===== config.mk =====
export PLATFORM = sky130hd
export DESIGN_NAME = serial_addsub
export DESIGN_NICKNAME = d
export VERILOG_FILES = /design/src/rtl/serial_addsub.sv
export SDC_FILE = /design/constraint.sdc
export NUM_CORES = 1
export LEC_CHECK = 0
export CAP_MARGIN = 5
export CORE_AREA = 10 10 66 68
export DETAILED_ROUTE_END_ITERATION = 16
export DIE_AREA = 0 0 76 78
export PLACE_DENSITY = 0.76
export SKIP_CTS_REPAIR_TIMING = 1
export SYNTH_ARGS = -nofsm -noshare
export SYNTH_HDL_FRONTEND = slang
export SYNTH_SLANG_ARGS = --single-unit

===== constraint.sdc =====
create_clock -name clk -period 1.9 [get_ports clk]
set_input_delay 0.38 -clock clk [delete_from_list [all_inputs] [get_ports clk]]
set_output_delay 0.38 -clock clk [all_outputs]
set_load 0.02 [all_outputs]

===== src/rtl/serial_addsub.sv =====
// Bit-serial adder/subtractor: operands enter in parallel, are processed
// LSB-first through one full-adder slice with a registered carry, and the
// reassembled result is handed downstream over a valid/ready handshake.
module serial_addsub #(
    parameter int WIDTH = 8
) (
    input  logic             clk,
    input  logic             rst_n,
    input  logic             in_valid,
    output logic             in_ready,
    input  logic [WIDTH-1:0] op_a,
    input  logic [WIDTH-1:0] op_b,
    input  logic             sub,
    output logic             out_valid,
    input  logic             out_ready,
    output logic [WIDTH-1:0] result,
    output logic             carry_out,
    output logic             overflow,
    output logic             busy
);

    localparam int CW = (WIDTH > 1) ? $clog2(WIDTH) : 1;

    typedef enum logic [1:0] {
        IDLE = 2'd0,
        RUN  = 2'd1,
        DONE = 2'd2
    } state_t;

    state_t           state;
    state_t           state_nxt;
    logic [WIDTH-1:0] a_sh;
    logic [WIDTH-1:0] b_sh;
    logic [WIDTH-1:0] res_sh;
    logic             carry;
    logic             carry_out_r;
    logic             overflow_r;
    logic [CW-1:0]    cnt;
    logic             sum_bit;
    logic             carry_nxt;
    logic             last_bit;
    logic             accept;
    logic             handoff;

    // Full-adder bit slice on the current LSBs and the registered carry.
    assign sum_bit   = a_sh[0] ^ b_sh[0] ^ carry;
    assign carry_nxt = (a_sh[0] & b_sh[0]) | (a_sh[0] & carry) | (b_sh[0] & carry);

    assign last_bit  = (cnt == CW'(WIDTH - 1));
    assign in_ready  = (state == IDLE);
    assign out_valid = (state == DONE);
    assign busy      = (state != IDLE);
    assign accept    = in_valid && in_ready;
    assign handoff   = out_valid && out_ready;

    assign result    = res_sh;
    assign carry_out = carry_out_r;
    assign overflow  = overflow_r;

    // State register.
    // NOTE: sequential state uses non-blocking assignments so every flop samples pre-edge values.
    always_ff @(posedge clk or negedge rst_n) begin
        if (!rst_n) state <= IDLE;
        else        state <= state_nxt;
    end

    // Next-state logic: IDLE -> RUN on accept, RUN -> DONE after the MSB, DONE -> IDLE on handoff.
    // NOTE: state_nxt gets a default before the case so no latch is inferred.
    always_comb begin
        state_nxt = state;
        case (state)
            IDLE:    if (accept)   state_nxt = RUN;
            RUN:     if (last_bit) state_nxt = DONE;
            DONE:    if (handoff)  state_nxt = IDLE;
            default:               state_nxt = IDLE;
        endcase
    end

    // Datapath: load operands on accept, then shift one bit per cycle through the slice.
    always_ff @(posedge clk or negedge rst_n) begin
        if (!rst_n) begin
            a_sh        <= '0;
            b_sh        <= '0;
            res_sh      <= '0;
            carry       <= 1'b0;
            carry_out_r <= 1'b0;
            overflow_r  <= 1'b0;
            cnt         <= '0;
        end else if (accept) begin
            // Subtraction is A + ~B + 1: invert B and preload the carry with 1.
            a_sh  <= op_a;
            b_sh  <= sub ? ~op_b : op_b;
            carry <= sub;
            cnt   <= '0;
        end else if (state == RUN) begin
            a_sh   <= a_sh >> 1;
            b_sh   <= b_sh >> 1;
            res_sh <= {sum_bit, res_sh[WIDTH-1:1]};
            carry  <= carry_nxt;
            cnt    <= cnt + 1'b1;
            if (last_bit) begin
                // carry still holds the carry into the MSB at this point.
                carry_out_r <= carry_nxt;
                overflow_r  <= carry ^ carry_nxt;
            end
        end
    end

endmodule


==> metrics.cfg <==
[worst_setup_path]
maximum_fanout_along_the_worst_path=3
cp-end-kind=output pin
worst-r2r-cell-count=4
timing.rr.start=state[0]$_DFFE_PN0P_
worst_setup_path_start=result[3]$_DFFE_PN0P_
r2r-end=a_sh[4]$_DFFE_PN0P_
max_stage_delay_ns=0.62
required_time_worst_endpoint_ns=1.52
cp_arrival_ns=1.35
reg2reg_slack_ns=0.40
timing_worst_setup_path_type=flop to output pin
cp.buffers_inverters=1
timing.critical_path.max_delay_family=buffers and inverters
worst_path_max_delay_cell=sky130_fd_sc_hd__clkdlybuf4s50_1
cp_cell_sequence=clkdlybuf4s50_1
timing.critical_path.depth=1
worstSetupStartpointType=flop

[timing]
fin_crit_sh_pct=91.24
max_freq_mhz=576.9
max_slew.worst_pin.slew_ns=0.7274
finalMaxSlewViolations=0
final.setup_skew_ns=0.009907
slew_hr_pct=51.40
timing.final.crit_period_ns=1.733
grt_setup_unrepaired=false
setup_viol=0
tns_ns=0
report.final.hold_viol_count=0

[grt]
globalRouteMet2Util_pct=20.07
gr-usage-met1_pct=12.38
grt_start_max_net_pins=33
first_global_vias=1268
grt_usage_pct=11.79
wire_length_of_the_first_global_routing_pass_um=5782
grt_most_used_layer=met2
grt_antenna_before_repair=0
grt_overflow_total=0
met3_usage_pct=6.106

[pwr]
seq_power_share_pct=39.6
peakVddDrop_uv=783.7
p_int_w=0.001834
switchingPower_w=0.001143
fin_total_pwr_w=0.002977
p_leak_nw=0.9421
power.density_cell_area_nw_per_um2=1551
power.share.combinational_pct=42.9
switching_share_pct=38.40
p_clk_share_pct=17.5

[yosys]
synthesis.instances=143
mappedNetlistArea_um2=1440
ys_seq_area_share_pct=55.60
post_synth_main_area_contributors=sky130_fd_sc_hd__dfrtp_1, sky130_fd_sc_hd__nand2_1, sky130_fd_sc_hd__xnor2_1
syn-mean-instance-area_um2=10.07
synth_seq_cells=32
mappedNetlistNets=167
synthesis.yosys.warnings=0
synth_cell_types=25
synth_top_area_cell=sky130_fd_sc_hd__dfrtp_1
yosys.area.top_type_share_pct=55.60

[cts]
cts_tree=done
clk_pin_slew_worst_paths_ns=0.11
tritoncts.num_buffers=5
worstSkewPairLatency_ns=0.34
clockBufferDepth=2
cts.htree.levels=2
cts.root.buffer_cell=sky130_fd_sc_hd__clkbuf_4
clock-sinks=32

[drt]
route.detailed.vias_per_inst=5.022
routed-via-count=1150
wl_per_cell_um=14.55
postRouteAntennaNets=0
drcViolationCount=0
drt-initial-drc-count=71
firstDrtPassIters=4
finalWirelength_um=3332

[die]
die_span_y_um=78
placeable_area_um2=3179
placement_rows=21
chipWidth_um=76
initial_cell_density_of_the_core_pct=45.30
die-area_um2=5928
number_of_top_level_pins=34

[worst_hold_path]
hp-class=input port to asynchronous set/reset pin

[cells_and_area]
drive_gt1_share_pct=12.02
final_core_util_pct=60.37
num_antenna_cells=0
synthToLayoutAreaGrowth_pct=33.28
finalNetCount=206

[status]
run_status=finished, final reports clean

[job]
max_cap_viols=0

[placed_design]
port_buffers=33
gp_congestion=0.7859
place_hpwl_um=2457

[state kept, by name, indices dropped and copies added (netlist names)]
name       count
b_sh           8
carry_out      1
a_sh           8
cnt            3
state          2
overflow       1
carry          1
result         8
[power groups by stage]
| stage | clock (W) | combinational [W] | sequential, W |
|---|---|---|---|
| after detailed placement | 0 | 0.00129 | 0.00119 |
| after floorplan | 0 | 0.000727 | 0.00126 |
| after global routing | 0.000565 | 0.00144 | 0.00122 |
| final | 0.000522 | 0.00128 | 0.00118 |
| after global placement | 0 | 0.00124 | 0.00117 |
| after CTS | 0.000532 | 0.00130 | 0.00118 |
[Yosys cell counts]
master and n:
sky130_fd_sc_hd__or3b_1 1, sky130_fd_sc_hd__a22oi_1 8, sky130_fd_sc_hd__a31oi_1 1, sky130_fd_sc_hd__nor2b_1 1
sky130_fd_sc_hd__mux2_2 2, sky130_fd_sc_hd__buf_2 4, sky130_fd_sc_hd__dfrtp_1 32, sky130_fd_sc_hd__clkbuf_1 1
sky130_fd_sc_hd__buf_6 2, sky130_fd_sc_hd__fa_1 1, sky130_fd_sc_hd__xor2_1 2, sky130_fd_sc_hd__nand2_1 50
sky130_fd_sc_hd__xnor2_1 7, sky130_fd_sc_hd__a221o_1 4, sky130_fd_sc_hd__nor3b_2 1, sky130_fd_sc_hd__ha_1 2
sky130_fd_sc_hd__o21ai_1 1, sky130_fd_sc_hd__o21ai_0 3, sky130_fd_sc_hd__nor2_1 8, sky130_fd_sc_hd__a221o_2 2
sky130_fd_sc_hd__inv_1 2, sky130_fd_sc_hd__nand3_1 4, sky130_fd_sc_hd__o21bai_1 1, sky130_fd_sc_hd__clkbuf_2 1
sky130_fd_sc_hd__nand2b_1 2
[layout by cell type (no fill, tap or decap), drive strengths merged, types with 2 or more instances in the layout]
cell type      count
a221o              6
a22oi              8
buf                7
clkbuf             5
clkdlybuf4s50     30
dfrtp             32
dlymetal6s2s       3
ha                 2
inv                2
mux2               2
nand2             50
nand2b             2
nand3              4
nor2               8
o21ai              4
xnor2              7
xor2               2
[kinds of logic after synthesis]
family | count (synthesis) | share of synthesized area (%)
xor+xnor | 9 | 5.474
compound gates | 20 | 10.86
fa+ha+maj | 3 | 3.127
mux | 2 | 1.564
simple gates | 67 | 19.29
buf+inv | 10 | 4.083
flops | 32 | 55.60
[routing by layer]
metal  part of all wire [%]  vias to the layer above
met5                      0                        -
met4                    1.1                        0
met3                    8.8                        7
met2                     48                       35
met1                     42                      553
li1                       -                      555
[through the flow]
stage	hold slack (ns)	std cells	worst slack, ns	area, um2
after CTS	0.4360	229	-0.1194	1909
after global placement	0.4567	221	0.08960	1829
final	0.4336	229	0.1665	1919
after floorplan	0.08441	143	0.5274	1440
after detailed placement	0.4621	221	0.06790	1829
after global routing	0.4483	229	0.09057	1919
[worst max path at each step]
stage,end,slack (ns)
6_report,result[3],0.17
5_1_grt,result[4],0.09
4_1_cts,out_valid,-0.12
3_5_place_dp,a_sh[4]$_DFFE_PN0P_,0.07
3_3_place_gp,a_sh[4]$_DFFE_PN0P_,0.09
2_1_floorplan,overflow$_DFFE_PN0P_,0.53
[cell type report]
cell class	count	area [um2]
Timing Repair Buffer	40	390.4
Clock buffer	5	37.54
Inverter	2	7.507
Multi-Input combinational cell	101	580.6
Fill cell	283	1260
Clock inverter	3	42.54
Sequential cell	32	803.3
Tap cell	46	57.56
No activity file was read; power rests on OpenSTA's default activity.
